--- src/rtl/parte_ciaa_clk_pkg.sv ---
// Shared types and default constants for the PLL-downstream reset and timebase logic.
package parte_ciaa_clk_pkg;

    typedef enum logic [1:0] {
        WAIT_LOCK = 2'd0,
        STABLE    = 2'd1,
        HOLD      = 2'd2,
        RUN       = 2'd3
    } state_e;

    localparam int unsigned LOSS_CNT_W             = 8;
    localparam int unsigned US_PER_S               = 1_000_000;
    localparam int unsigned DEF_CLK_HZ             = 50_000_000;
    localparam int unsigned DEF_TICK_MS_DIV        = 1000;
    localparam int unsigned DEF_LOCK_STABLE_CYCLES = 1024;
    localparam int unsigned DEF_RST_HOLD_CYCLES    = 16;

    // Bits needed to count 0..limit-1, never less than one.
    function automatic int unsigned cnt_width(input int unsigned limit);
        return (limit <= 1) ? 1 : $clog2(limit);
    endfunction

endpackage

--- src/rtl/parte_ciaa_reset_gen_if.sv ---
// Lock input, loss-clear and reset/tick outputs of the reset generator.
interface parte_ciaa_reset_gen_if;
    import parte_ciaa_clk_pkg::*;

    logic                  LOCK;
    logic                  LOSS_CLR;
    logic                  SYS_RST;
    logic                  READY;
    logic                  TICK_US;
    logic                  TICK_MS;
    logic [LOSS_CNT_W-1:0] LOSS_CNT;

    modport master (
        output LOCK,
        output LOSS_CLR,
        input  SYS_RST,
        input  READY,
        input  TICK_US,
        input  TICK_MS,
        input  LOSS_CNT
    );

    modport slave (
        input  LOCK,
        input  LOSS_CLR,
        output SYS_RST,
        output READY,
        output TICK_US,
        output TICK_MS,
        output LOSS_CNT
    );

endinterface

--- src/rtl/parte_ciaa_sync2.sv ---
// Generic two-flop synchronizer for asynchronous level inputs, with selectable reset value.
module parte_ciaa_sync2 #(
    parameter int unsigned      WIDTH   = 1,
    parameter logic [WIDTH-1:0] RST_VAL = '0
) (
    input  logic             i_clk,
    input  logic             i_rst,
    input  logic [WIDTH-1:0] i_d,
    output logic [WIDTH-1:0] o_q
);

    logic [WIDTH-1:0] r_meta;
    logic [WIDTH-1:0] r_sync;

    always_ff @(posedge i_clk) begin
        if (i_rst) begin
            r_meta <= RST_VAL;
            r_sync <= RST_VAL;
        end else begin
            r_meta <= i_d;
            r_sync <= r_meta;
        end
    end

    assign o_q = r_sync;

endmodule

--- src/rtl/parte_ciaa_reset_gen.sv ---
// Lock qualification, system reset sequencing, lock-loss counting and 1 us / 1 ms tick strobes.
module parte_ciaa_reset_gen
    import parte_ciaa_clk_pkg::*;
#(
    parameter int unsigned CLK_HZ             = DEF_CLK_HZ,
    parameter int unsigned TICK_US_DIV        = CLK_HZ / US_PER_S,
    parameter int unsigned TICK_MS_DIV        = DEF_TICK_MS_DIV,
    parameter int unsigned LOCK_STABLE_CYCLES = DEF_LOCK_STABLE_CYCLES,
    parameter int unsigned RST_HOLD_CYCLES    = DEF_RST_HOLD_CYCLES
) (
    input  logic                  CLK,
    input  logic                  RESET,
    parte_ciaa_reset_gen_if.slave bus
);

    localparam int unsigned QUAL_LIMIT = (LOCK_STABLE_CYCLES > RST_HOLD_CYCLES) ?
                                         LOCK_STABLE_CYCLES : RST_HOLD_CYCLES;
    localparam int unsigned QW = cnt_width(QUAL_LIMIT);
    localparam int unsigned UW = cnt_width(TICK_US_DIV);
    localparam int unsigned MW = cnt_width(TICK_MS_DIV);

    localparam logic [QW-1:0] STABLE_LAST = QW'(LOCK_STABLE_CYCLES - 1);
    localparam logic [QW-1:0] HOLD_LAST   = QW'(RST_HOLD_CYCLES - 1);
    localparam logic [UW-1:0] US_LAST     = UW'(TICK_US_DIV - 1);
    localparam logic [MW-1:0] MS_LAST     = MW'(TICK_MS_DIV - 1);

    state_e                r_state;
    state_e                w_next_state;
    logic                  w_lock_s;
    logic [QW-1:0]         r_qual_cnt;
    logic [UW-1:0]         r_us_cnt;
    logic [MW-1:0]         r_ms_cnt;
    logic [LOSS_CNT_W-1:0] r_loss_cnt;
    logic                  r_sys_rst;
    logic                  r_ready;
    logic                  r_tick_us;
    logic                  r_tick_ms;

    logic                  w_run_stay;
    logic                  w_loss_evt;
    logic                  w_us_hit;
    logic                  w_ms_hit;
    logic                  w_sys_rst_d;

    parte_ciaa_sync2 #(
        .WIDTH   (1),
        .RST_VAL (1'b0)
    ) u_lock_sync (
        .i_clk (CLK),
        .i_rst (RESET),
        .i_d   (bus.LOCK),
        .o_q   (w_lock_s)
    );

    always_ff @(posedge CLK) begin
        if (RESET) begin
            r_state <= WAIT_LOCK;
        end else begin
            r_state <= w_next_state;
        end
    end

    always_comb begin
        w_next_state = r_state;
        case (r_state)
            WAIT_LOCK: begin
                if (w_lock_s) w_next_state = STABLE;
            end
            STABLE: begin
                if (!w_lock_s)                       w_next_state = WAIT_LOCK;
                else if (r_qual_cnt == STABLE_LAST)  w_next_state = HOLD;
            end
            HOLD: begin
                if (!w_lock_s)                       w_next_state = WAIT_LOCK;
                else if (r_qual_cnt == HOLD_LAST)    w_next_state = RUN;
            end
            RUN: begin
                if (!w_lock_s) w_next_state = WAIT_LOCK;
            end
            default: w_next_state = WAIT_LOCK;
        endcase
    end

    // Registered outputs are computed from the next state so they change on the same edge as the FSM.
    always_comb begin
        w_run_stay  = (r_state == RUN) && (w_next_state == RUN);
        w_loss_evt  = (r_state == RUN) && !w_lock_s;
        w_us_hit    = (r_state == RUN) && (r_us_cnt == US_LAST);
        w_ms_hit    = w_us_hit && (r_ms_cnt == MS_LAST);
        w_sys_rst_d = (w_next_state != RUN);
    end

    always_ff @(posedge CLK) begin
        if (RESET) begin
            r_qual_cnt <= '0;
        end else if ((w_next_state != r_state) ||
                     ((r_state != STABLE) && (r_state != HOLD))) begin
            r_qual_cnt <= '0;
        end else begin
            r_qual_cnt <= r_qual_cnt + QW'(1);
        end
    end

    always_ff @(posedge CLK) begin
        if (RESET || !w_run_stay) begin
            r_us_cnt <= '0;
            r_ms_cnt <= '0;
        end else if (w_us_hit) begin
            r_us_cnt <= '0;
            r_ms_cnt <= w_ms_hit ? '0 : r_ms_cnt + MW'(1);
        end else begin
            r_us_cnt <= r_us_cnt + UW'(1);
        end
    end

    always_ff @(posedge CLK) begin
        if (RESET) begin
            r_loss_cnt <= '0;
        end else if (bus.LOSS_CLR) begin
            r_loss_cnt <= w_loss_evt ? LOSS_CNT_W'(1) : '0;
        end else if (w_loss_evt && (r_loss_cnt != '1)) begin
            r_loss_cnt <= r_loss_cnt + LOSS_CNT_W'(1);
        end
    end

    always_ff @(posedge CLK) begin
        if (RESET) begin
            r_sys_rst <= 1'b1;
            r_ready   <= 1'b0;
            r_tick_us <= 1'b0;
            r_tick_ms <= 1'b0;
        end else begin
            r_sys_rst <= w_sys_rst_d;
            r_ready   <= !w_sys_rst_d;
            r_tick_us <= w_run_stay && w_us_hit;
            r_tick_ms <= w_run_stay && w_ms_hit;
        end
    end

    assign bus.SYS_RST  = r_sys_rst;
    assign bus.READY    = r_ready;
    assign bus.TICK_US  = r_tick_us;
    assign bus.TICK_MS  = r_tick_ms;
    assign bus.LOSS_CNT = r_loss_cnt;

endmodule
--- src/flat_wrapper.sv ---
// flat-port wrapper written by rule: the top's interface ports become plain ports
module parte_ciaa_reset_gen_flat import parte_ciaa_clk_pkg::*;
#(
    parameter int unsigned CLK_HZ             = DEF_CLK_HZ,
    parameter int unsigned TICK_US_DIV        = CLK_HZ / US_PER_S,
    parameter int unsigned TICK_MS_DIV        = DEF_TICK_MS_DIV,
    parameter int unsigned LOCK_STABLE_CYCLES = DEF_LOCK_STABLE_CYCLES,
    parameter int unsigned RST_HOLD_CYCLES    = DEF_RST_HOLD_CYCLES
)
  (CLK, RESET, bus_LOCK, bus_LOSS_CLR, bus_SYS_RST, bus_READY, bus_TICK_US, bus_TICK_MS, bus_LOSS_CNT);
  parte_ciaa_reset_gen_if bus_i ();
  input  logic CLK;
  input  logic RESET;
  input wire logic [$bits(bus_i.LOCK)-1:0] bus_LOCK;
  input wire logic [$bits(bus_i.LOSS_CLR)-1:0] bus_LOSS_CLR;
  output wire logic [$bits(bus_i.SYS_RST)-1:0] bus_SYS_RST;
  output wire logic [$bits(bus_i.READY)-1:0] bus_READY;
  output wire logic [$bits(bus_i.TICK_US)-1:0] bus_TICK_US;
  output wire logic [$bits(bus_i.TICK_MS)-1:0] bus_TICK_MS;
  output wire logic [$bits(bus_i.LOSS_CNT)-1:0] bus_LOSS_CNT;
  assign bus_i.LOCK = bus_LOCK;
  assign bus_i.LOSS_CLR = bus_LOSS_CLR;
  assign bus_SYS_RST = bus_i.SYS_RST;
  assign bus_READY = bus_i.READY;
  assign bus_TICK_US = bus_i.TICK_US;
  assign bus_TICK_MS = bus_i.TICK_MS;
  assign bus_LOSS_CNT = bus_i.LOSS_CNT;
  parte_ciaa_reset_gen #(.CLK_HZ(CLK_HZ), .TICK_US_DIV(TICK_US_DIV), .TICK_MS_DIV(TICK_MS_DIV), .LOCK_STABLE_CYCLES(LOCK_STABLE_CYCLES), .RST_HOLD_CYCLES(RST_HOLD_CYCLES)) u_core (.CLK(CLK), .RESET(RESET), .bus(bus_i));
endmodule
--- config.mk ---
export PLATFORM = sky130hd
export DESIGN_NAME = parte_ciaa_reset_gen_flat
export DESIGN_NICKNAME = d
export VERILOG_FILES = /design/src/rtl/parte_ciaa_clk_pkg.sv /design/src/rtl/parte_ciaa_reset_gen_if.sv /design/src/rtl/parte_ciaa_sync2.sv /design/src/rtl/parte_ciaa_reset_gen.sv /design/src/flat_wrapper.sv
export SDC_FILE = /design/constraint.sdc
export NUM_CORES = 1
export LEC_CHECK = 0
export CAP_MARGIN = 30
export CORE_MARGIN = 5
export CORE_UTILIZATION = 50
export DETAILED_ROUTE_END_ITERATION = 10
export GPL_TIMING_DRIVEN = 0
export HOLD_SLACK_MARGIN = 0.08
export PLACE_DENSITY = 0.7
export SYNTH_ARGS = -nofsm -noshare
export SYNTH_HDL_FRONTEND = slang
export SYNTH_SLANG_ARGS = --single-unit
export TNS_END_PERCENT = 100
--- constraint.sdc ---
create_clock -name CLK -period 2.7 [get_ports CLK]
set_input_delay 0.405 -clock CLK [delete_from_list [all_inputs] [get_ports CLK]]
set_output_delay 0.405 -clock CLK [all_outputs]
set_load 0.02 [all_outputs]
After elaboration in Yosys (flattened, before gate mapping)
Index checks and enable logic that the tools add are counted.
W data, S select, Z words.
{"block": "op_classes", "addsub": 4, "multipliers": 0, "div": 0, "magnitude_cmp": 0, "n_eq_ne": 13, "n_shift": 0, "n_mux": 11, "bitwise_logic": 0, "n_reduce_logical": 17}
{"cell": "$add A10 B1 Y10 const B", "count": 2}
{"cell": "$eq A10 B10 Y1 const B", "count": 2}
{"cell": "$mux W8", "count": 2}
{"cell": "$mux W2", "count": 6}
{"cell": "$eq A10 B4 Y1 const B", "count": 1}
{"cell": "$mux W10", "count": 1}
{"cell": "$add A8 B1 Y8 const B", "count": 1}
{"cell": "$logic_and A1 B1 Y1", "count": 8}
{"cell": "$ne A8 B8 Y1 const B", "count": 1}
{"cell": "$pmux W2 S4", "count": 1}
{"cell": "$add A6 B1 Y6 const B", "count": 1}
{"cell": "$eq A2 B2 Y1 const B", "count": 3}
{"cell": "$eq A6 B6 Y1 const B", "count": 1}
{"cell": "$ne A2 B2 Y1 const B", "count": 2}
{"cell": "$reduce_or A2 Y1", "count": 2}
{"cell": "$logic_not A1 Y1", "count": 3}
{"cell": "$eq A2 B1 Y1 const B", "count": 1}
{"cell": "$logic_not A2 Y1", "count": 1}
{"cell": "$logic_or A1 B1 Y1", "count": 2}
{"cell": "$ne A2 B1 Y1 const B", "count": 1}
{"cell": "$ne A2 B2 Y1", "count": 1}
{"cell": "$reduce_bool A2 Y1", "count": 1}
{"cell": "$mux W1", "count": 1}
{"block": "word_totals", "ff_bits": 42, "latchBits": 0, "ramBits": 0, "rom_bits": 0, "input_bits": 4, "output_inout_bits": 12, "wordCells": 56, "mem_count": 0}

Depth between registers and ports, before layout
Gate-level depths: netlist (run 1).
{"block": "logic_depth", "ltp_word": 9, "mapped_depth": 8, "mapped_depth_nobuf": 7}

By module
Synthesis (run 1) repeated with hierarchy kept, for this count alone.
{"block": "unflattened", "cells_unflattened": 216, "area_unflattened_um2": 2010.7}
{"module": "parte_ciaa_reset_gen", "n_inst": 1, "cells_per_inst": 212, "area_per_inst_um2": 1958.1, "seq_area_each_um2": 800.8}
{"module": "parte_ciaa_sync2", "n_inst": 1, "cells_per_inst": 4, "area_per_inst_um2": 52.6, "seq_area_each_um2": 40.0}

Least setup slack after synthesis (run 1)
No wires, ideal clock.
{"block": "synth_path", "path_kind": "reg2reg", "startpoint": "reg u_core.r_state[0]", "endpoint": "reg u_core.r_qual_cnt[1]", "setup_ns": 0.073, "t_arrival_ns": 1.797, "slack_ns": 0.830, "path_stages_with_launch": 9, "n_path_buf": 1, "cell_sequence": "dfxtp_1 -> inv_1 -> ha_1 -> nand2b_1 -> o21ai_1 -> nor2_1 -> a2111o_1 -> buf_4 -> nor3b_2"}
{"block": "synth_via", "elab_chain_cells": 6}
{"item": "start, declared", "line_no": "parte_ciaa_reset_gen.sv:27", "source": "state_e r_state;"}
{"item": "start signal, assigned", "line_no": "parte_ciaa_reset_gen.sv:59", "source": "r_state <= w_next_state;"}
{"item": "$mux W2 (on tied branches)", "line_no": "parte_ciaa_reset_gen.sv:75, parte_ciaa_reset_gen.sv:71"}
{"item": "$mux W2 (on tied branches)", "line_no": "parte_ciaa_reset_gen.sv:74, parte_ciaa_reset_gen.sv:70"}
{"item": "$pmux W2 S4", "line_no": "parte_ciaa_reset_gen.sv:65", "source": "case (r_state)"}
{"item": "$ne A2 B2 Y1", "line_no": "parte_ciaa_reset_gen.sv:96", "source": "end else if ((w_next_state != r_state) ||"}
{"item": "$logic_or A1 B1 Y1 (*)", "line_no": "parte_ciaa_reset_gen.sv:96"}
{"item": "$reduce_or A2 Y1 (no line) (*)"}
{"item": "end signal, assigned", "line_no": "parte_ciaa_reset_gen.sv:100", "source": "r_qual_cnt <= r_qual_cnt + QW'(1);"}
{"item": "end, declared", "line_no": "parte_ciaa_reset_gen.sv:30", "source": "logic [QW-1:0] r_qual_cnt;"}
Mark *: on every way between the ends. The rest lies on a longest branch, timed or not.
A chain may end at the register's enable or synchronous reset.

Worst setup path in the final report (run 1)
{"block": "layout_path", "startpoint": "reg u_core.r_state[0]", "endpoint": "reg u_core.r_qual_cnt[8]"}
Same word-level chain as after synthesis.

==> run_results.csv, run 1 <==
group,metric,value,unit
layout,nNetsFinal,259,
timing,fin_skew,0.00791,ns
timing,maxSlewHeadroom,63.7,%
global_routing,busiest_layer,"met2",
layout,instances_no_fill,298,
pwr,p_sw_share,19.4,%
synthesis,synth_top_area_share,38.9,%
global_routing,grt_first_pass_wirelength,6510,um
cts,postCtsSetupRepairBufs,0,
timing,tns,0,ns
timing,rsz0062_at_grt,"no",
job,cap_violations,0,
die,die-area,5740,um^2
die,core-area,4260,um^2
cts,cts_root_buffer,"clkbuf_8",
route,viasPerCell,5.40,
synthesis,synth.top_cells.by_count,"42 x dfxtp_1, 16 x nand2_1, 14 x nor2_1",
pwr,combPwrFrac,2.9,%
global_routing,globalRouteOverflowTotal,0,
synthesis,ys_types,43,
layout,design_area,2490,um^2
timing,finalSetupViolCount,0,
synthesis,synth-edff-count,0,
synthesis,yosysMostFrequentCell,"dfxtp_1",
synthesis,ys.flop_type,"dfxtp_1",
pwr,seqPwrFrac,54.1,%
setup_path,cp_top_family,"compound AO/OA/AOI/OAI gates",
place,dpl.cell_count,291,
place,globalplace.congestion,0.800,
place,place_hpwl,2770,um
cts,cts_max_level,2,
setup_path,arrival,2.33,ns
setup_path,path_max_fanout,10,
setup_path,end_kind,"flip-flop",
place,place_area,2380,um^2
cts,cts.sinks,42,
synthesis,synth_seq_cells,42,
timing,slew_viol_final,0,
route,avgRoutedWirePerCell,12.6,um
pwr,p_clk_share,43.0,%
synthesis,synth-seq-area-share,38.9,%
die,die_h,75.8,um
setup_path,path_cells,"inv_1, ha_1, nand2b_1, o21ai_1, nor2_1, a2111o_1, buf_4, nor3_2",
global_routing,use_met3,3.96,%
global_routing,antenna_found_initial,0,
die,start_util,50.7,%
route,drt-total-wl,3750,um
timing,period_minus_slack,2.12,ns
timing,hold_viol_final,0,
setup_path,start_kind,"flip-flop",
cts,clk_pin_slew_worst_paths,0.08,ns
timing,fmax,473,MHz
global_routing,grt_max_degree,13,
global_routing,grt_use_met2,22.9,%
pwr,p_leak,0.809,nW
route,antenna_left,0,
place,io_buffer_count,15,
layout,n_fill_cell,392,
die,dieWidth,75.8,um
synthesis,yosysWarnings,0,
timing,fin_crit_sh,78.4,%
layout,drive_above_1_share,18.3,%
pwr,power_density,463,nW/um^2
route,drcViolationCount,0,
cts,cts_tree,"built",
route,vias,1610,
cts,cts_buffer_depth,2,
cts,cts_resized,0,
synthesis,synth_top_cell_by_area,"dfxtp_1",
pwr,switchingPower,0.000224,W
pwr,power.internal,0.000931,W
setup_path,cp_slowest_cell,"dfxtp_1",
layout,final_util,58.4,%
pwr,peakVddDrop,0.000287,V
hold_path,min_path_type,"reg2reg",
global_routing,gr-usage-all-layers,14.4,%
timing,hold_slack,0.444,ns
route,dr.pass1.iters,4,
setup_path,critPathKind,"reg2reg",
setup_path,max_stage_delay,0.48,ns
layout,antenna_cells,0,
outcome,outcome,"complete, no violations",
layout,area_delta_synth_final,15.2,%
synthesis,syn_area_per_cell,9.66,um^2
synthesis,syn_area,2160,um^2
setup_path,path_buf_inv,2,
synthesis,syn_nets,237,
synthesis,async_reset_ff_share,0,%
synthesis,synth_cells,224,
synthesis,synth_area_leaders,"dfxtp_1 39%, xnor2_1 5.3%, ha_1 5.2%, nor3_2 5.1%, xor2_1 4.5%",
cts,holdBufCountCts,0,
die,row_count,24,
setup_path,crit_required,2.91,ns
cts,numCtsBuffers,5,
global_routing,grt_pass1_vias,1471,
route,initialDrtViolationCount,80,
global_routing,globalRouteMet1Util,19.1,%
timing,worst-slew-pin-transition,0.539,ns
cts,clk_latency,0.29,ns
die,ios,16,
[flip-flops by register name, summed over array words and instances (netlist names), 2 cells and up]
name                 count
u_core.r_state           2
u_core.bus.LOSS_CNT      8
u_core.r_ms_cnt         10
u_core.r_us_cnt          6
u_core.r_qual_cnt       10
[kinds of logic (layout without fill, tap and decap cells)]
kind of cell / count (synthesis) / after routing / synth area share [%]
adders and majority gates: 9 / 9 / 5.21
DFF: 42 / 42 / 38.9
buffers and inverters: 15 / 37 / 3.70
and+or+nand+nor: 112 / 112 / 36.6
xor gates and xnor gates: 24 / 24 / 9.72
AOI/OAI and AO/OA: 22 / 22 / 5.96
[power groups by stage]
stage	Sequential [W]	Combinational (W)	Clock (W)
after floorplan	0.000638	0.0000233	0
after global placement	0.000639	0.0000339	0
after detailed placement	0.000639	0.0000340	0
after CTS	0.000625	0.0000343	0.000511
after global routing	0.000625	0.0000376	0.000534
final	0.000625	0.0000337	0.000496
[metrics by stage]
stage | setup WS, ns | power, W
floorplan | 0.830 | 0.000662
global placement | 0.587 | 0.000673
finish | 0.584 | 0.00115
global route | 0.409 | 0.00120
detailed placement | 0.598 | 0.000673
CTS | 0.563 | 0.00117
[final timing paths]
check / from / end / slack [ns] / depth (start not counted)
worst max-delay path: u_core.r_state[0] / u_core.r_qual_cnt[8] / 0.58 / 8
worst min-delay path: u_core.u_lock_sync.r_meta / u_core.u_lock_sync.o_q / 0.44 / 1
worst max register to register: u_core.r_state[0] / u_core.r_qual_cnt[8] / 0.58 / 8
worst min register to register: u_core.u_lock_sync.r_meta / u_core.u_lock_sync.o_q / 0.44 / 1
[layout by cell type, fill, tap and decap left out, drive strengths merged, types with 7 or more instances in the layout]
cell type      count
a21oi             12
nor4              16
xor2              11
xnor2             13
nor3              17
nand3             10
ha                 9
nor2              15
dfxtp             42
clkdlybuf4s50     15
buf                7
clkbuf             7
inv                7
nand2             16
nand4              7
[per-layer routing]
layer | vias up | share of wire [%] | routed length, um
met2 | 15 | 46 | 1720
met5 | - | 0 | 0
met4 | 0 | 0.69 | 26
met3 | 4 | 3.3 | 122
met1 | 747 | 50 | 1880
li1 | 844 | - | -
[area by class of cell]
type | instances | area (um^2) | area share (%)
plain buffers | 8 | 53.8 | 2.16
clock buffers | 6 | 82.6 | 3.31
clock inverters | 1 | 30.0 | 1.21
inverters | 7 | 26.3 | 1.05
multi-input cells | 167 | 1240 | 49.9
flip-flops and latches | 42 | 841 | 33.8
well taps | 52 | 65.1 | 2.61
repair buffers | 15 | 150 | 6.03
Note: power is estimated with default switching activity, not from simulation.
==> run 2, diff against run 1 <==
Settings changed: PLACE_DENSITY 0.7 to 0.72.
Clock period 2.7 ns to 1.79 ns, I/O delays scaled along.
==> run 2 against run 1 <==
  * The flow now finishes with violations (negative setup slack)
  * Sequential cell count is the same
  * Combinational power grew to 3.1 times the previous value
  * Design area grew 21%
  * Non-clock buffer count grew 14
  * Global-route usage grew 3.1 points
  * Die area is the same
  * Critical path depth is the same
  * Worst setup slack lost 0.71 ns
  * Worst hold slack gained 0.0041 ns
  * Wire length grew 43%
  * Clock skew grew 0.0078 ns
  * First-iteration DRC count grew 29%
==> run_results.csv, run 2 (synthesis results as in run 1) <==
group,metric,value,unit
route,antenna_left,0,
die,start_util,50.7,%
place,io_buffer_count,15,
timing,fin_crit_sh,107,%
cts,numCtsBuffers,5,
route,viasPerCell,5.77,
die,dieWidth,75.8,um
timing,hold_viol_final,0,
layout,antenna_cells,0,
timing,fmax,523,MHz
layout,drive_above_1_share,36.2,%
setup_path,path_max_fanout,6,
place,globalplace.congestion,0.763,
route,initialDrtViolationCount,103,
setup_path,crit_required,2.02,ns
place,pre_cts_ws,-0.279,ns
global_routing,grt_first_pass_wirelength,7710,um
global_routing,gr-usage-all-layers,17.5,%
layout,n_fill_cell,283,
setup_path,end_kind,"flip-flop",
outcome,violations,"negative setup slack",
route,drt-total-wl,5380,um
pwr,peakVddDrop,0.000491,V
pwr,p_leak,0.996,nW
timing,fin_skew,0.0157,ns
cts,cts_buffer_depth,2,
setup_path,arrival,2.15,ns
timing,slew_viol_final,0,
cts,cts.sinks,42,
timing,period_minus_slack,1.91,ns
place,place_area,2380,um^2
outcome,outcome,"finished, violations left",
die,ios,16,
global_routing,grt_pass1_vias,1672,
job,cap_violations,0,
cts,clk_pin_slew_worst_paths,0.09,ns
global_routing,grt_max_degree,13,
hold_path,min_path_type,"reg2reg",
setup_path,start_kind,"flip-flop",
cts,cts_root_buffer,"clkbuf_8",
route,avgRoutedWirePerCell,17.2,um
route,drcViolationCount,0,
setup_path,critPathKind,"reg2reg",
layout,multi_input_area,1560,um^2
pwr,finalPower,0.00183,W
route,dr.pass1.iters,4,
timing,hold_slack,0.448,ns
timing,rsz0062_at_grt,"yes",
die,core-area,4260,um^2
route,vias,1800,
timing,fin_ws,-0.121,ns
timing,tns,-2.09,ns
hold_path,whs_path_depth,1,
global_routing,globalRouteOverflowTotal,0,
cts,cts_max_level,2,
layout,layout.cells.most_common_list,"38 x dfxtp_1, 15 x clkdlybuf4s50_1, 14 x nand2_1",
layout,nNetsFinal,273,
cts,cts_tree,"built",
global_routing,antenna_found_initial,0,
timing,finalSetupViolCount,31,
die,die_h,75.8,um
timing,maxSlewHeadroom,72.9,%
die,die-area,5740,um^2
timing,worst-slew-pin-transition,0.404,ns
layout,design_area,3030,um^2
die,row_count,24,
cts,clk_latency,0.31,ns
layout,area_delta_synth_final,39.8,%
place,place_hpwl,2870,um
layout,seq_area,851,um^2
setup_path,r2r_cells,8,
layout,final_common_cell,"dfxtp_1",
pwr,power_density,604,nW/um^2
==> run 2: final timing paths <==
path,start,to,slack (ns)
min,u_core.r_qual_cnt[0],u_core.r_qual_cnt[0],0.45
min reg2reg,u_core.r_qual_cnt[0],u_core.r_qual_cnt[0],0.45
max,u_core.r_state[0],u_core.r_qual_cnt[3],-0.12
max reg2reg,u_core.r_state[0],u_core.r_qual_cnt[3],-0.12
==> run 2: report_power, final <==
part           internal (W)  switching, W
sequential         0.000935    0.00000769
clock              0.000447      0.000334
combinational     0.0000503     0.0000531
==> run 2: final cells by class <==
type | count | share of cell area [%]
Sequential cell | 42 | 28.1
Timing Repair Buffer | 29 | 10.2
Tap cell | 52 | 2.15
Buffer | 8 | 3.23
Clock inverter | 1 | 0.993
Multi-Input combinational cell | 167 | 51.5
Clock buffer | 6 | 2.73
Inverter | 7 | 1.03
==> run 2: what timing repair did <==
| item | CTS | global route |
|---|---|---|
| resized for setup | 34 | 46 |
| pin swaps | 5 | 13 |
| gates cloned | 1 | 3 |
| setup endpoints to repair | 35 | 34 |
| hold buffers | 0 | 0 |
| setup buffers | 5 | 5 |
==> run 2: critical path, stage by stage, from the launching register on <==
cell and delay [ns]:
dfxtp_4 0.43, ha_4 0.23, nor3_4 0.07, buf_6 0.12, o21ai_4 0.17, nor2_2 0.06, a2111o_1 0.44, buf_6 0.16
nor3_2 0.14
==> run 2: metrics by stage <==
| stage | cells | utilization, % |
|---|---|---|
| after global routing | 312 | 71.0 |
| after global placement | 291 | 55.9 |
| after floorplan | 224 | - |
| after detailed placement | 291 | 55.9 |
| after CTS | 304 | 63.5 |
| final | 312 | 71.0 |
==> run 2: per-layer routing <==
layer  wire length (um)  vias up  track usage, %
met5                  0        -               0
met4                119        0            6.60
met3                166       13            3.96
met2               2930       39            29.9
met1               2160      873            21.2
li1                   -      875               -
==> run 3, diff against run 2 <==
Settings changed: ABC_AREA set to 1, PLACE_DENSITY 0.72 to 0.73, SKIP_CTS_REPAIR_TIMING set to 1.
==> run 3 against run 2 <==
  * The flow now finishes without violations
  * Area after synthesis is 4.6% lower
  * Synthesized cell count is 25% higher
  * Sequential cell count stayed put
  * Clock skew is 0.011 ns lower
  * Critical path depth is 2 higher
  * Non-clock buffer count is 14 lower
  * Wire length is 23% lower
  * Worst hold slack worse by 0.15 ns
==> run_results.csv, run 3 <==
group,metric,value,unit
layout,area_delta_synth_final,24.4,%
cts,clk_pin_slew_worst_paths,0.08,ns
timing,rsz0062_at_grt,"yes",
global_routing,grt_max_degree,13,
synthesis,synth-seq-area-share,40.8,%
timing,fin_skew,0.00500,ns
place,globalplace.congestion,0.835,
setup_path,path_max_fanout,6,
die,row_count,23,
timing,fin_crit_sh,98.8,%
outcome,outcome,"complete, no violations",
synthesis,syn_nets,294,
route,avgRoutedWirePerCell,11.4,um
timing,period_minus_slack,1.77,ns
synthesis,synth_top_area_share,40.8,%
pwr,peakVddDrop,0.000468,V
job,cap_violations,0,
synthesis,synth-edff-count,0,
timing,worst-slew-pin-transition,0.338,ns
synthesis,yosysWarnings,0,
global_routing,grt_pass1_vias,1529,
synthesis,ys_types,26,
global_routing,globalRouteOverflowTotal,0,
layout,antenna_cells,0,
synthesis,synth_seq_cells,42,
timing,finalSetupViolCount,0,
cts,cts_root_buffer,"clkbuf_8",
place,place_area,2270,um^2
layout,design_area,2570,um^2
route,viasPerCell,5.10,
layout,layout.cells.most_common_list,"47 x nand2_1, 38 x nor2_1, 36 x inv_1, 36 x dfxtp_1, 16 x nor3_1",
die,die_h,74.2,um
pwr,p_leak,0.888,nW
timing,hold_viol_final,0,
global_routing,grt_first_pass_wirelength,6450,um
synthesis,yosysMostFrequentCell,"nand2_1",
cts,clk_latency,0.30,ns
timing,slew_viol_final,0,
route,initialDrtViolationCount,95,
setup_path,critPathKind,"reg2reg",
setup_path,arrival,2.01,ns
die,ios,16,
timing,maxSlewHeadroom,77.3,%
die,core-area,4000,um^2
timing,fmax,565,MHz
setup_path,end_kind,"flip-flop",
route,drt-total-wl,4110,um
layout,nNetsFinal,323,
synthesis,ys.flop_type,"dfxtp_1",
die,die-area,5510,um^2
die,dieWidth,74.2,um
synthesis,synth_area_leaders,"dfxtp_1 41%, nand2_1 8.9%, nor2_1 8.4%, inv_1 6.9%, ha_1 5.5%",
synthesis,synth.top_cells.by_count,"49 x nand2_1, 46 x nor2_1, 42 x dfxtp_1",
route,dr.pass1.iters,4,
cts,cts_buffer_depth,2,
cts,numCtsBuffers,5,
setup_path,r2r_cells,10,
layout,drive_above_1_share,16.4,%
route,vias,1840,
synthesis,synth_cells,281,
layout,final_common_cell,"nand2_1",
place,place_hpwl,2790,um
pwr,power_density,691,nW/um^2
route,drcViolationCount,0,
setup_path,start_kind,"flip-flop",
hold_path,whs_path_depth,2,
setup_path,crit_required,2.03,ns
synthesis,async_reset_ff_share,0,%
synthesis,syn_area,2060,um^2
global_routing,antenna_found_initial,0,
die,start_util,51.6,%
cts,cts_max_level,2,
cts,cts_tree,"built",
timing,tns,0,ns
place,io_buffer_count,14,
synthesis,syn_area_per_cell,7.34,um^2
route,antenna_left,0,
hold_path,min_path_type,"in2reg",
global_routing,gr-usage-all-layers,15.1,%
synthesis,synth_top_cell_by_area,"dfxtp_1",
cts,cts.sinks,42,
## run 3: kinds of logic (layout without fill, tap and decap cells)
family / Yosys count / count (layout) / synth area share, %
xor+xnor: 16 / 16 / 6.79
buf+inv: 41 / 70 / 7.64
flops: 42 / 42 / 40.8
fa+ha+maj: 9 / 9 / 5.46
compound gates: 21 / 21 / 5.58
simple gates: 152 / 153 / 33.8
## run 3: metal layers
layer  track usage [%]  vias up  part of all wire, %
li1                  -      964                    -
met1              19.6      848                   48
met2              23.3       21                   47
met3              3.38        7                  3.0
met4              8.30        0                  2.1
met5                 0        -                    0
## run 3: through the flow
step                instances  total power, W  hold slack (ns)  setup slack [ns]  utilization, %
global placement          345         0.00105            0.389            -0.198            56.6
detailed placement        345         0.00105            0.398            -0.264            56.6
floorplan                 281         0.00102            0.375            0.0549               -
finish                    361         0.00177            0.296            0.0209            64.2
global route              361         0.00184            0.314            -0.106            64.2
CTS                       353         0.00178            0.292            -0.276            59.3
## run 3: final timing paths
kind                                                start                        end  slack [ns]
worst max register to register          u_core.r_state[1]         u_core.r_us_cnt[1]        0.02
worst min register to register  u_core.u_lock_sync.r_meta     u_core.u_lock_sync.o_q        0.41
worst max-delay path                    u_core.r_state[1]         u_core.r_us_cnt[1]        0.02
worst min-delay path                                RESET  u_core.u_lock_sync.r_meta        0.30
## run 3: where the power goes
group	switching, W	internal, W	total [W]
logic	0.0000644	0.0000354	0.0000998
clock network	0.000307	0.000417	0.000724
registers	0.00000973	0.000940	0.000950
## run 3: critical path, stage by stage (launching register included)
cell and delay (ns):
dfxtp_4 0.38, inv_4 0.08, ha_1 0.19, o21ai_2 0.08, nor2_1 0.12, nand2_1 0.09
nand3_2 0.10, nand3_2 0.11, nor2_4 0.28, nand3_4 0.17, nor2_2 0.12
## run 3: cell type report
class                   count  area (um^2)
plain buffers               2         11.3
clock buffers               7         76.3
flip-flops and latches     42          853
clock inverters             1         30.0
well taps                  50         62.6
multi-input cells         199         1190
inverters                  39          149
repair buffers             21          193
fillers                   360         1430
==> edit (flow settings as in run 1) <==
The 4 states of `state_e` get a Gray code encoding in 2 bits.
--- a/src/rtl/parte_ciaa_clk_pkg.sv
+++ b/src/rtl/parte_ciaa_clk_pkg.sv
@@ -2,10 +2,10 @@
 package parte_ciaa_clk_pkg;
 
     typedef enum logic [1:0] {
-        WAIT_LOCK = 2'd0,
-        STABLE    = 2'd1,
-        HOLD      = 2'd2,
-        RUN       = 2'd3
+        WAIT_LOCK = 2'b00,
+        STABLE    = 2'b01,
+        HOLD      = 2'b11,
+        RUN       = 2'b10
     } state_e;
 
     localparam int unsigned LOSS_CNT_W             = 8;
Function: no difference found for any inputs over 10 cycles, from zero or initial values and one cycle with RESET high; not proved beyond that.
==> edit against run 1 <==
Via count is 6.8% lower; first-iteration DRC count is 50% higher; sequential cell count stayed put; synthesized cell count is 8.0% lower; non-clock buffer count is 3 lower; fmax is 6.8% higher; synthesized area is 14% lower; setup slack better by 0.13 ns; routed wire length is 13% lower; design area is 14% lower; critical endpoint is now u_core.r_ms_cnt[8]; largest cell class unchanged.
Power is not compared: it rests on default switching activity, and its combinational part moved more than twofold at a synthesized area within 25%.
==> edit: results (changes against run 1) <==
CTS
--------------------------------------------------------------------------------------------------
TritonCTS buffer count                                                                           5   unchanged
Maximum level of the CTS H-tree                                                                  2   unchanged
Clock transition time at the flip-flop clock pins of the worst setup and hold paths        0.07 ns

YOSYS
--------------------------------------------------------------------------------------------------
Proportion of synthesized chip area in sequential cells                                     0.4541   +0.06539
Top cell types by occurrence after synthesis                                          42 x dfxtp_1, 34 x nor2_1, 13 x xnor2_1, 11 x nand3_1, 10 x nand4_1
Average cell area after synthesis                                                      8.989 sq um   -6.9%
Top cells by area, synth                                                              dfxtp_1 45%, nor2_1 6.9%, xnor2_1 6.1%, ha_1 3.4%, nand4_1 3.4%
Syn Nets                                                                                       215   -9.3%

HOLD PATH
--------------------------------------------------------------------------------------------------
Class of the tightest hold or removal check                                                reg2reg

CRITICAL PATH
--------------------------------------------------------------------------------------------------
Delay of the slowest critical-path stage                                                   0.51 ns   +0.03 ns
Crit path kind                                                                             reg2reg
Largest fanout on the critical path                                                              9   -1
Critical-path top delay cell                                                              o21bai_1
Beginning of the worst register-to-register path                                      u_core.r_us_cnt[0]
Crit path arrival time                                                                     2.14 ns   -0.19 ns
Worst r2r dst                                                                         u_core.r_ms_cnt[8]
Count of cells along the worst register-to-register path                                         6   -2
R2r setup slk                                                                              0.72 ns   +0.13 ns

LAYOUT
--------------------------------------------------------------------------------------------------
Share of post-route cells with drive strength above 1                                      0.06140   -0.1215
Antenna diode count                                                                              0   unchanged
Finished Layout Cells                                                                          276   -7.4%
Filler instances                                                                               369   -5.9%
Post-layout net count                                                                          237   -8.5%

STA
--------------------------------------------------------------------------------------------------
Final setup skew                                                                       0.001861 ns   -0.006051 ns
Worst slew margin                                                                           0.5846   -0.05249

PLACE
--------------------------------------------------------------------------------------------------
Final HPWL from detailed placement                                                        2.307 mm   -17%
Final weighted congestion of routability-driven global placement                            0.8155   +1.9%
Area post-placement                                                                   0.002062 sq mm   -13%
DP Cell Count                                                                                  269   -7.6%

DRT
--------------------------------------------------------------------------------------------------
DRC marker count from the first detailed-route iteration                                       120   +50%
Vias post-DR                                                                                  1500   -6.8%
Detailed-route wire length per cell                                                   11.85 microns   -5.7%

GRT
--------------------------------------------------------------------------------------------------
Aggregate global-route resource usage                                                       0.1437   -0.0003248
Via count of the first global-routing pass                                                    1360   -7.5%
Wire length of the first global-routing pass                                              5.927 mm   -8.9%
Initial antenna violation count                                                                  0   unchanged

RUN STATUS
--------------------------------------------------------------------------------------------------
Status                                                                                complete, no violations

==> edit: cell types whose count changed after synthesis, moves of 3 or more <==
| cell | change |
|---|---|
| nor2_1 | +20 |
| nor3_2 | -11 |
| a21oi_1 | -7 |
| nand2_1 | -7 |
| nor4_2 | -6 |
| ha_1 | -4 |
| nor4_1 | -4 |
| nor4b_2 | -4 |
| xor2_1 | -4 |
| nand4_1 | +3 |
| o21bai_1 | +3 |
==> edit: area by class of cell <==
class / instances / area share
clock inverters: 2 / 0.004676
flip-flops and latches: 42 / 0.3928
inverters: 6 / 0.01052
plain buffers: 5 / 0.009936
repair buffers: 15 / 0.07013
multi-input cells: 153 / 0.4518
clock buffers: 5 / 0.03214
well taps: 48 / 0.02805
==> edit: metrics by stage <==
| step | hold slack, ns | worst slack [ns] |
|---|---|---|
| after floorplan | 0.4138 | 0.9584 |
| after CTS | 0.4525 | 0.6864 |
| after detailed placement | 0.4355 | 0.6917 |
| after global placement | 0.4183 | 0.7339 |
| final | 0.4455 | 0.7191 |
| after global routing | 0.4675 | 0.5551 |
==> edit: metal layers <==
| layer | track usage | wire length (microns) |
|---|---|---|
| met2 | 0.2122 | 1379 |
| met5 | 0 | 0 |
| met4 | 0.05010 | 48 |
| met3 | 0.04261 | 123 |
| met1 | 0.1996 | 1718 |
==> edit: cell families after synthesis <==
group	Yosys count	synth area share
buffers and inverters	11	0.02365
xor gates and xnor gates	20	0.09460
and+or+nand+nor	107	0.3149
muxes	2	0.01081
adders and majority gates	5	0.03378
AOI/OAI and AO/OA	19	0.06824
DFF	42	0.4541
==> edit: worst min path at each step <==
stage                         startpoint                      to
3_5_place_dp   u_core.u_lock_sync.r_meta  u_core.u_lock_sync.o_q
6_report       u_core.u_lock_sync.r_meta  u_core.u_lock_sync.o_q
2_1_floorplan  u_core.u_lock_sync.r_meta  u_core.u_lock_sync.o_q
4_1_cts        u_core.u_lock_sync.r_meta  u_core.u_lock_sync.o_q
3_3_place_gp   u_core.u_lock_sync.r_meta  u_core.u_lock_sync.o_q
5_1_grt        u_core.u_lock_sync.r_meta  u_core.u_lock_sync.o_q
==> edit: power breakdown <==
part           internal [uW]  leakage, uW  switching, uW
clock network            173    0.0000438            196
logic                   7.55     0.000311           5.73
registers                621     0.000339          0.991
total                    802     0.000693            202
==> edit: critical path: cells and delay by family, from the launching register on <==
| kind | cells | cell delay, ns |
|---|---|---|
| adders and majority gates | 1 | 0.18 |
| AOI/OAI and AO/OA | 1 | 0.51 |
| DFF | 1 | 0.38 |
| and+or+nand+nor | 3 | 0.62 |
| buffers and inverters | 1 | 0.16 |
